[config.mk]
export PLATFORM = sky130hd
export DESIGN_NAME = data_mem_arbiter
export DESIGN_NICKNAME = d
export VERILOG_FILES = /design/src/rtl/data_mem_arbiter.sv
export SDC_FILE = /design/constraint.sdc
export NUM_CORES = 1
export LEC_CHECK = 0
export BUFFER_PORTS_ARGS = -buffer_cell sky130_fd_sc_hd__buf_2
export CORE_AREA = 2 2 107 109
export CTS_BUF_LIST = sky130_fd_sc_hd__clkbuf_4
export DETAILED_ROUTE_END_ITERATION = 8
export DIE_AREA = 0 0 109 111
export PLACE_DENSITY_LB_ADDON = 0.2
export SLEW_MARGIN = 20
export SYNTH_ARGS = -nofsm -noshare
export SYNTH_HDL_FRONTEND = slang
export SYNTH_SLANG_ARGS = --single-unit
[constraint.sdc]
create_clock -name clk -period 2.07 [get_ports clk]
set_input_delay 0.3105 -clock clk [delete_from_list [all_inputs] [get_ports clk]]
set_output_delay 0.3105 -clock clk [all_outputs]
set_load 0.05 [all_outputs]
[src/rtl/data_mem_arbiter.sv]
// -----------------------------------------------------------------------------
// data_mem_arbiter
//   Two-port round-robin arbiter and access sequencer for the shared data RAM.
//   Port 0 is the core load/store port, port 1 the debug/loader port. Byte
//   addresses are translated to RAM word indices; out-of-range or misaligned
//   accesses are flagged with err, never write the RAM and read back zero,
//   while keeping the same cycle timing as a good access.
//
//   Schedule: IDLE -> ACCESS -> IDLE                  (write, 2 cycles)
//             IDLE -> ACCESS -> WAIT x READ_LAT -> RESP -> IDLE (read)
//
// Ports
//   clk, rst_n            clock (rising edge), async active-low reset
//   mX_req/we/addr/wdata  request from port X (X = 0,1), held until mX_gnt
//   mX_gnt                1-cycle pulse, access issued to RAM
//   mX_rvalid             1-cycle pulse, mX_rdata valid (reads only)
//   mX_rdata              read data, held until the next read response to X
//   mX_err                1-cycle pulse with completion, bad address
//   ram_we/addr/wdata     RAM command (all zero while idle)
//   ram_rdata             RAM read data, valid READ_LAT cycles after ram_addr
//   busy                  high whenever the sequencer is not idle
// -----------------------------------------------------------------------------
module data_mem_arbiter #(
    parameter logic [31:0] RAM_BASE  = 32'h1001_0000,
    parameter int unsigned RAM_WORDS = 64,
    parameter int unsigned READ_LAT  = 1
) (
    input  logic                         clk,
    input  logic                         rst_n,
    input  logic                         m0_req,
    input  logic                         m0_we,
    input  logic [31:0]                  m0_addr,
    input  logic [31:0]                  m0_wdata,
    output logic                         m0_gnt,
    output logic                         m0_rvalid,
    output logic [31:0]                  m0_rdata,
    output logic                         m0_err,
    input  logic                         m1_req,
    input  logic                         m1_we,
    input  logic [31:0]                  m1_addr,
    input  logic [31:0]                  m1_wdata,
    output logic                         m1_gnt,
    output logic                         m1_rvalid,
    output logic [31:0]                  m1_rdata,
    output logic                         m1_err,
    output logic                         ram_we,
    output logic [$clog2(RAM_WORDS)-1:0] ram_addr,
    output logic [31:0]                  ram_wdata,
    input  logic [31:0]                  ram_rdata,
    output logic                         busy
);

    localparam int unsigned AW = $clog2(RAM_WORDS);
    localparam int unsigned CW = (READ_LAT > 1) ? $clog2(READ_LAT) : 1;

    typedef enum logic [1:0] {
        S_IDLE,
        S_ACCESS,
        S_WAIT,
        S_RESP
    } state_t;

    state_t          state_q;
    logic            rr_ptr_q;
    logic            port_q;
    logic            we_q;
    logic            bad_q;
    logic [CW-1:0]   cnt_q;
    logic [1:0]      gnt_q;
    logic [1:0]      rvalid_q;
    logic [1:0]      err_q;
    logic [31:0]     rdata0_q;
    logic [31:0]     rdata1_q;
    logic            ram_we_q;
    logic [AW-1:0]   ram_addr_q;
    logic [31:0]     ram_wdata_q;

    // Winner selection and address decode of the winning request.
    logic            win_d;
    logic            we_d;
    logic [31:0]     addr_d;
    logic [31:0]     wdata_d;
    logic [31:0]     off_d;
    logic [31:0]     idx_full_d;
    logic [AW-1:0]   idx_d;
    logic            bad_d;

    always_comb begin
        // Only one requester: it wins. Both: the round-robin pointer decides.
        win_d      = (m0_req && m1_req) ? rr_ptr_q : m1_req;
        we_d       = win_d ? m1_we    : m0_we;
        addr_d     = win_d ? m1_addr  : m0_addr;
        wdata_d    = win_d ? m1_wdata : m0_wdata;
        // Full 32-bit word offset is kept so the range check sees every bit;
        // only the low AW bits drive the RAM.
        off_d      = addr_d - RAM_BASE;
        idx_full_d = off_d >> 2;
        idx_d      = idx_full_d[AW-1:0];
        bad_d      = (addr_d < RAM_BASE) || (idx_full_d >= RAM_WORDS) ||
                     (addr_d[1:0] != 2'b00);
    end

    always_ff @(posedge clk or negedge rst_n) begin
        if (!rst_n) begin
            state_q     <= S_IDLE;
            rr_ptr_q    <= 1'b0;
            port_q      <= 1'b0;
            we_q        <= 1'b0;
            bad_q       <= 1'b0;
            cnt_q       <= '0;
            gnt_q       <= '0;
            rvalid_q    <= '0;
            err_q       <= '0;
            rdata0_q    <= '0;
            rdata1_q    <= '0;
            ram_we_q    <= 1'b0;
            ram_addr_q  <= '0;
            ram_wdata_q <= '0;
        end else begin
            // Handshake outputs are single-cycle pulses unless set below.
            gnt_q    <= '0;
            rvalid_q <= '0;
            err_q    <= '0;
            case (state_q)
                S_IDLE: begin
                    if (m0_req || m1_req) begin
                        state_q        <= S_ACCESS;
                        port_q         <= win_d;
                        we_q           <= we_d;
                        bad_q          <= bad_d;
                        gnt_q[win_d]   <= 1'b1;
                        // A bad write completes with its grant.
                        err_q[win_d]   <= we_d & bad_d;
                        ram_we_q       <= we_d & ~bad_d;
                        ram_addr_q     <= idx_d;
                        ram_wdata_q    <= wdata_d;
                    end
                end
                S_ACCESS: begin
                    ram_we_q    <= 1'b0;
                    ram_wdata_q <= '0;
                    rr_ptr_q    <= ~port_q;
                    if (we_q) begin
                        state_q    <= S_IDLE;
                        ram_addr_q <= '0;
                    end else begin
                        // ram_addr stays on the bus through the wait.
                        state_q <= S_WAIT;
                        cnt_q   <= CW'(READ_LAT - 1);
                    end
                end
                S_WAIT: begin
                    if (cnt_q == '0) begin
                        state_q          <= S_RESP;
                        ram_addr_q       <= '0;
                        rvalid_q[port_q] <= 1'b1;
                        err_q[port_q]    <= bad_q;
                        if (port_q) begin
                            rdata1_q <= bad_q ? 32'h0 : ram_rdata;
                        end else begin
                            rdata0_q <= bad_q ? 32'h0 : ram_rdata;
                        end
                    end else begin
                        cnt_q <= cnt_q - 1'b1;
                    end
                end
                S_RESP: begin
                    state_q <= S_IDLE;
                end
                default: begin
                    state_q <= S_IDLE;
                end
            endcase
        end
    end

    assign m0_gnt    = gnt_q[0];
    assign m1_gnt    = gnt_q[1];
    assign m0_rvalid = rvalid_q[0];
    assign m1_rvalid = rvalid_q[1];
    assign m0_err    = err_q[0];
    assign m1_err    = err_q[1];
    assign m0_rdata  = rdata0_q;
    assign m1_rdata  = rdata1_q;
    assign ram_we    = ram_we_q;
    assign ram_addr  = ram_addr_q;
    assign ram_wdata = ram_wdata_q;
    assign busy      = (state_q != S_IDLE);

endmodule

# --- Yosys cells after proc, flatten, opt, wreduce, memory -nomap -nowiden ---
# Index checks and enable logic that the tools add are counted.
op_classes:
  magnitude_cmp: 6
  n_addsub: 2
  n_bitwise: 7
  muxes: 31
  n_eq_ne: 7
  reduce_logical: 19
op_table:
  columns: ["operator", "n"]
  rows:
  - ["32-bit two-way mux", 4]
  - ["32-bit one-hot mux with 2 select lines", 1]
  - ["32-bit by 29-bit < comparator with 1-bit output (second input constant)", 1]
  - ["32-bit by 29-bit subtractor with 32-bit output (second input constant)", 1]
  - ["30-bit by 7-bit greater-or-equal comparator with 1-bit output (second input constant)", 1]
  - ["2-bit two-way mux", 9]
  - ["6-bit two-way mux", 3]
  - ["6-bit one-hot mux with 3 select lines", 1]
  - ["2-bit != test (second input constant)", 4]
  - ["2-bit one-hot mux with 4 select lines", 1]
  - ["2-bit AND reduction", 4]
  - ["2-bit nonzero test", 4]
  - ["1-bit two-way mux", 7]
  - ["3-bit AND reduction", 2]
  - ["2-bit AND", 2]
  - ["2-bit equality test (second input constant)", 2]
  - ["1-bit by 2-bit < comparator with 1-bit output (second input constant)", 2]
  - ["1-bit one-hot mux with 2 select lines", 2]
  - ["2-bit one-hot mux with 2 select lines", 1]
  - ["4-bit AND reduction", 1]
  - ["1-bit logical AND", 3]
  - ["1-bit logical OR", 3]
  - ["1-bit NOT", 3]
  - ["3-bit nonzero test", 1]
  - ["other kinds (6)", 9]
totals:
  register_bits: 116
  input_bits: 166
  out_inout_bits: 110
  wordCells: 86

# --- Depth between registers and ports, before layout ---
# Gate-level depths: netlist (run 1).
logic_depth:
  word_depth: 11
  ltp_mapped: 8
  ltp_nobuf: 6

# --- Worst setup path before layout (run 1) ---
# No wires, ideal clock.
synth_timing:
  path_kind: "reg-to-reg"
  start: "register state_q[0]"
  end: "register ram_addr_q[1] (netlist: ram_addr[1])"
  slack_ns: 0.413
  setup_time_ns: 0.095
  period_less_slack_ns: 1.657
  n_path_buf: 2
  stages_incl_launch_ff: 9
  t_required_ns: 1.975
  arrival_ns: 1.562
  cell_sequence: "dfrtp_1 -> inv_1 -> ha_1 -> buf_6 -> or3b_4 -> o311ai_4 -> buf_8 -> nand2_1 -> o31ai_1"
synth_between:
  elab_chain_cells: 3
  elab_cells_between_ends: 9
  cone_classes: "eq/ne: 5; mux: 1; reduce/logical: 3"
synth_lines:
  columns: ["element", "line", "rtl"]
  rows:
  - ["start, declared", "63", "state_t state_q;"]
  - ["start signal, assigned", "105", "state_q <= S_IDLE;"]
  - ["start signal, assigned", "127", "state_q <= S_ACCESS;"]
  - ["start signal, assigned", "144", "state_q <= S_IDLE;"]
  - ["2-bit by 1-bit equality test with 1-bit output, or another cell as far along", "124", "case (state_q)"]
  - ["2-bit != test (no line) / 3-bit nonzero test (equally long branches)", null, null]
  - ["4-bit AND reduction (no line)", null, null]
  - ["end signal, assigned", "135", "ram_addr_q <= idx_d;"]
  - ["end, declared", "75", "logic [AW-1:0] ram_addr_q;"]
# Parallel ways exist; a longest one is shown, timed or not.
# A chain may end at the register's enable or synchronous reset.

# --- Final worst setup path (run 1) ---
layout_timing:
  start: "register state_q[0]"
  end: "output busy"
layout_between:
  elab_chain_cells: 1
layout_lines:
  columns: ["element", "line", "rtl"]
  rows:
  - ["2-bit nonzero test", "188", "assign busy = (state_q != S_IDLE);"]
  - ["end, declared", "50", "output logic busy"]
# No other way between the ends.

==> results of run 1 <==
==> worst max-delay path by stage <==
stage	cells after the start	endpoint	slack [ps]	startpoint
after floorplan	8	ram_addr[1]	410	state_q[0]
after global placement	7	ram_wdata[17]	420	state_q[0]
after detailed placement	7	ram_wdata[13]	320	state_q[0]
after CTS	5	busy	50	state_q[0]
after global routing	5	busy	7	state_q[0]
final	5	busy	130	state_q[0]
==> metrics by stage <==
| stage | hold slack (ps) | area (um^2) |
|---|---|---|
| after global routing | 23.1 | 6840 |
| after detailed placement | 322 | 6460 |
| after CTS | 18.7 | 6830 |
| after global placement | 301 | 6460 |
| final | 72.2 | 6840 |
| after floorplan | 14.9 | 4920 |
==> tightest hold or removal path, delay by kind of cell <==
kind | cells | cell delay [ps]
buf+inv | 1 | 90
compound gates | 1 | 70
simple gates | 1 | 60
==> power groups by stage <==
stage / clock, mW / sequential (mW) / combinational, mW
after floorplan: 0 / 7.32 / 1.81
after global placement: 0 / 3.85 / 6.88
after detailed placement: 0 / 3.88 / 7.02
after CTS: 2.05 / 3.84 / 7.03
after global routing: 2.16 / 3.97 / 7.39
final: 2.00 / 3.84 / 7.00
==> layer usage <==
metal | up-vias | GRT usage, % | routed length, um | share of wire, %
met4 | 0 | 6.75 | 155 | 1.1
met2 | 210 | 40.8 | 7230 | 53
met1 | 2108 | 27.2 | 5300 | 39
met3 | 12 | 5.06 | 1040 | 7.5
li1 | 2235 | - | - | -
met5 | - | 0 | 0 | 0
==> logic make-up after synthesis <==
group	after synthesis	share of synthesized area (%)
muxes	40	8.13
adders and majority gates	3	0.762
AOI/OAI and AO/OA	120	13.7
and+or+nand+nor	176	14.9
buffers and inverters	37	4.07
DFF	115	58.4
==> flip-flops by register name, indices dropped and copies added, names as in the netlist, 2 cells and up, named ones only <==
| signal | cells |
|---|---|
| ram_wdata | 32 |
| gnt_q | 2 |
| m1_rdata | 32 |
| err_q | 2 |
| ram_addr | 6 |
| m0_rdata | 32 |
| rvalid_q | 2 |
==> repair_timing <==
action	in CTS	in global routing
endpoints found under the setup margin	1	1
hold buffers	1	0
endpoints found under the hold margin	34	0
resized for setup	1	1
==> cell type report <==
cell class	count	area, um^2	area share, %
sequential	115	2880	42.1
multi-input combinational	339	1850	27.1
timing repair buffer	287	1540	22.5
clock inverter	14	225	3.29
tap	143	179	2.62
clock buffer	18	135	1.98
inverter	8	30.0	0.439
==> cell usage in the layout, fill, tap and decap left out, types with 3 or more instances in the layout <==
master,count
buf_12,5
buf_2,273
buf_4,7
bufinv_16,5
clkbuf_4,18
clkinv_4,5
dfrtp_1,115
ha_1,3
inv_1,7
inv_6,3
mux2i_1,40
nand2_1,136
nand2b_1,3
nand3_1,6
nor2_1,11
nor3_1,4
nor4_1,4
nor4b_1,4
o21ai_0,93
o21ai_1,9
o31ai_1,6
==> impl_metrics.py, run 1 <==
metrics = {
    "run_status": {
        "status": "complete, no violations",
    },
    "yosys": {
        "ys_ff_latch": 115,
        "netlist.area_leader.share_pct": 58.4,
        "ys_seq_area_share_pct": 58.4,
        "async_flop_share_pct": 100,
        "synth.most_common_cell": "nand2_1",
        "synth.distinct_cells": 36,
        "synth_area_mm2": 0.00492,
        "synthTopCellsByArea": "dfrtp_1, nand2_1, o21ai_0",
        "avgSynthCellArea_um2": 10.0,
        "netlist_top_cells_count": "nand2_1, dfrtp_1, o21ai_0",
        "synth_top_area_cell": "dfrtp_1",
        "netlist_instances": 491,
        "synthesis.nets": 660,
        "synth_edf_count": 0,
        "synth-main-ff-cell": "dfrtp_1",
        "ys.warnings.count": 0,
    },
    "hold_path": {
        "min_path_type": "in2reg",
        "hp-start": "ram_rdata[19]",
        "min_to": "m1_rdata[19]",
        "hold_path_depth": 3,
    },
    "critical_path": {
        "worstPathMaxFanout": 8,
        "critPathBufInv": 4,
        "timing.critical_path.arrival_ps": 1630,
        "crit_required_ps": 1760,
        "critPathTopFamily": "buffers and inverters",
        "cpMostUsedCell": "inv_1",
        "r2r_slack_ps": 270,
        "r2r_cells": 7,
        "slowest_stage": "dfrtp_1",
        "r2r-start": "state_q[0]",
        "startpoint_type": "register",
        "crit_type": "reg2out",
        "cp_cell_sequence": "inv_1 -> ha_1 -> buf_4 -> inv_1 -> buf_6",
        "r2r_end": "ram_wdata[19]",
        "cp-end-kind": "output port",
        "max_stage_delay_ps": 400,
    },
    "sta": {
        "fin_ws_ps": 129,
        "max_clock_freq_mhz": 515,
        "relSlewSlack_pct": 51.3,
        "clock_skew_ps": 21.1,
        "slew_violations": 0,
        "tightestPinTransition_ps": 726,
        "finalCritPeriodShare_pct": 93.8,
        "hold_viol": 0,
        "rsz0062_at_grt": "no",
        "setup_viol": 0,
        "finalCriticalPeriod_ps": 1940,
        "fin_setup_tns_ps": 0,
    },
    "final_layout": {
        "syn_to_final_growth_pct": 38.9,
        "drive_gt1_share_pct": 41.9,
        "utilization_pct": 61.7,
        "layout.nets": 937,
        "diodes": 0,
        "fillers": 971,
        "finalNonFillerCells": 924,
    },
    "floorplanning": {
        "io_pins": 276,
        "chipHeight_um": 111,
        "initial_core_util_pct": 44.4,
        "dieArea_mm2": 0.0121,
        "core_mm2": 0.0111,
        "dieWidth_um": 109,
        "rows": 39,
    },
    "routing": {
        "wl_per_cell_um": 14.9,
        "antenna_left": 0,
        "drt_iter0_drc": 185,
        "wirelength_um": 13700,
        "route.vias.total": 4565,
        "viasPerCell": 4.94,
        "drcViolationCount": 0,
        "first_pass_iters": 5,
    },
    "clock_network": {
        "clockBufferDepth": 2,
        "numCtsBuffers": 17,
        "cts-root-buf": "clkbuf_4",
        "clock_latency_ps": 490,
        "cts.sinks": 115,
        "cts_tree": "done",
        "post-cts-setup-buffers": 0,
        "cts_max_level": 4,
        "clkTransAtPathRegs_ps": 120,
    },
    "power": {
        "ir_drop_v": 0.00112,
        "p_leak_nw": 3.73,
        "p_sw_share_pct": 53.2,
        "p_int_mw": 6.00,
        "pwr-share-comb_pct": 54.5,
        "finalPower_mw": 12.8,
        "switchingPower_mw": 6.83,
        "seq_power_share_pct": 29.9,
        "powerDensity_mw_per_mm2": 1880,
        "pwr-share-clk_pct": 15.6,
    },
    "global_route": {
        "antenna_found_initial": 0,
        "grt_pass1_wl_um": 21400,
        "grt_pass1_vias": 4522,
        "grt_use_total_pct": 22.9,
        "gr-total-overflow": 0,
        "grt_max_degree": 66,
    },
    "place": {
        "dp_hpwl_um": 10500,
        "dp_slack_ps": 322,
        "place_inst": 891,
        "routabilityCongestion": 0.853,
        "port_buffers": 275,
    },
    "flow_run": {
        "cap_violations": 0,
    },
}
Power figures use the tool's default switching activity.
==> run 2, diff against run 1 <==
==> constraint.sdc (replaced) <==
create_clock -name clk -period 2.07 [get_ports clk]
set_input_delay 0.1035 -clock clk [delete_from_list [all_inputs] [get_ports clk]]
set_output_delay 0.1035 -clock clk [all_outputs]
set_load 0.05 [all_outputs]
==> impl_metrics.py, run 2 (same netlist as run 1, synthesis figures left out) <==
metrics = {
    "global_route": {
        "grt_use_total_pct": 26.4,
        "gr-total-overflow": 0,
        "antenna_found_initial": 0,
        "grt_pass1_vias": 5333,
        "grt_max_degree": 66,
        "grt_pass1_wl_um": 24800,
    },
    "clock_network": {
        "cts_tree": "done",
        "post-cts-setup-buffers": 0,
        "clkTransAtPathRegs_ps": 110,
        "clock_latency_ps": 510,
        "cts_max_level": 4,
        "cts-root-buf": "clkbuf_4",
        "cts.sinks": 115,
        "clockBufferDepth": 2,
        "numCtsBuffers": 17,
    },
    "hold_path": {
        "min_path_type": "in2reg",
        "hold_path_depth": 5,
    },
    "routing": {
        "wirelength_um": 16000,
        "drt_iter0_drc": 270,
        "viasPerCell": 4.94,
        "route.vias.total": 5129,
        "wl_per_cell_um": 15.4,
        "drcViolationCount": 0,
        "antenna_left": 0,
        "first_pass_iters": 4,
    },
    "critical_path": {
        "worstSetupPathDepth": 6,
        "cp_cell_sequence": "nand2b_2 -> nand2_4 -> clkbuf_16 -> mux2i_1 -> dlygate4sd3_1 -> o21ai_0",
        "critPathBufInv": 2,
        "crit_type": "reg2reg",
        "startpoint_type": "register",
        "slowest_stage": "dlygate4sd3_1",
        "critPathTopFamily": "buffers and inverters",
        "worstPathMaxFanout": 20,
        "cp-end-kind": "register",
        "timing.critical_path.arrival_ps": 2370,
        "r2r_cells": 6,
        "max_stage_delay_ps": 590,
        "crit_required_ps": 2450,
    },
    "place": {
        "dp_hpwl_um": 10200,
        "port_buffers": 275,
        "routabilityCongestion": 0.854,
    },
    "floorplanning": {
        "io_pins": 276,
        "dieWidth_um": 109,
        "chipHeight_um": 111,
        "initial_core_util_pct": 44.4,
        "dieArea_mm2": 0.0121,
        "core_mm2": 0.0111,
        "rows": 39,
    },
    "final_layout": {
        "final_cell_mix": "buf_2, nand2_1, dfrtp_1",
        "fillers": 799,
        "layout.nets": 1051,
        "drive_gt1_share_pct": 36.9,
        "final_common_cell": "buf_2",
        "utilization_pct": 72.5,
        "diodes": 0,
        "regArea_mm2": 0.00288,
        "syn_to_final_growth_pct": 63.2,
        "multi_input_area_mm2": 0.00186,
    },
    "sta": {
        "slew_violations": 0,
        "finalCriticalPeriod_ps": 1990,
        "setup_viol": 0,
        "finalCritPeriodShare_pct": 96.3,
        "relSlewSlack_pct": 56.9,
        "max_clock_freq_mhz": 502,
        "hold_viol": 0,
        "tightestPinTransition_ps": 643,
        "rsz0062_at_grt": "no",
        "clock_skew_ps": 23.5,
        "fin_setup_tns_ps": 0,
    },
    "run_status": {
        "status": "complete, no violations",
    },
    "power": {
        "ir_drop_v": 0.00105,
        "powerDensity_mw_per_mm2": 1660,
        "p_leak_nw": 4.23,
    },
    "flow_run": {
        "cap_violations": 0,
    },
}
[run 2: worst paths after layout]
kind,to,slack [ps],startpoint
min in group asynchronous,ram_wdata[15],100,rst_n
hold reg to reg,m0_rdata[25],490,m0_rdata[25]
setup / recovery,ram_wdata[6],80,rr_ptr_q
setup reg to reg,ram_wdata[6],80,rr_ptr_q
max in group asynchronous,we_q,1350,rst_n
hold / removal,err_q[1],40,m1_addr[18]
[run 2: layout make-up]
type                            count  area share (%)
Tap cell                          143            2.23
Multi-Input combinational cell    339            23.1
Clock inverter                     14            3.11
Inverter                            8           0.374
Timing Repair Buffer              401            33.7
Clock buffer                       18            1.68
Sequential cell                   115            35.8
[run 2: worst register-to-register path, stage by stage (launching register included)]
cell and delay [ps]:
dfrtp_1 400, nand2b_2 220, nand2_4 140, clkbuf_16 240, mux2i_1 200, dlygate4sd3_1 590
o21ai_0 90
[run 2: power breakdown]
group / internal, mW / total [mW] / switching [mW]
clock network: 1.23 / 2.13 / 0.900
logic: 1.81 / 7.31 / 5.50
registers: 3.28 / 3.86 / 0.574
[run 2: per-layer routing]
layer,part of all wire [%],wire length [um],track usage (%),vias up
met2,53,8550,47.5,229
met5,0,0,0,-
met4,2.1,339,9.49,0
met3,6.7,1070,6.88,36
met1,38,6060,29.6,2409
li1,-,-,-,2455
[run 2: per-stage QoR]
step | setup slack [ps] | hold slack [ps] | total power [mW] | cells | area [um^2]
after floorplan | 413 | -192 | 9.13 | 491 | 4920
after global placement | 310 | 105 | 10.7 | 891 | 6460
after detailed placement | 235 | 110 | 10.9 | 891 | 6460
after CTS | 73.0 | 6.18 | 13.2 | 1036 | 7980
after global routing | 16.6 | 19.8 | 14.0 | 1038 | 8040
final | 77.3 | 44.9 | 13.3 | 1038 | 8040
[run 2: timing repair]
action                                  CTS  global route
endpoints found under the setup margin    0            27
gates resized for setup                   0             2
hold endpoints to repair                221             0
hold buffers                            113             0
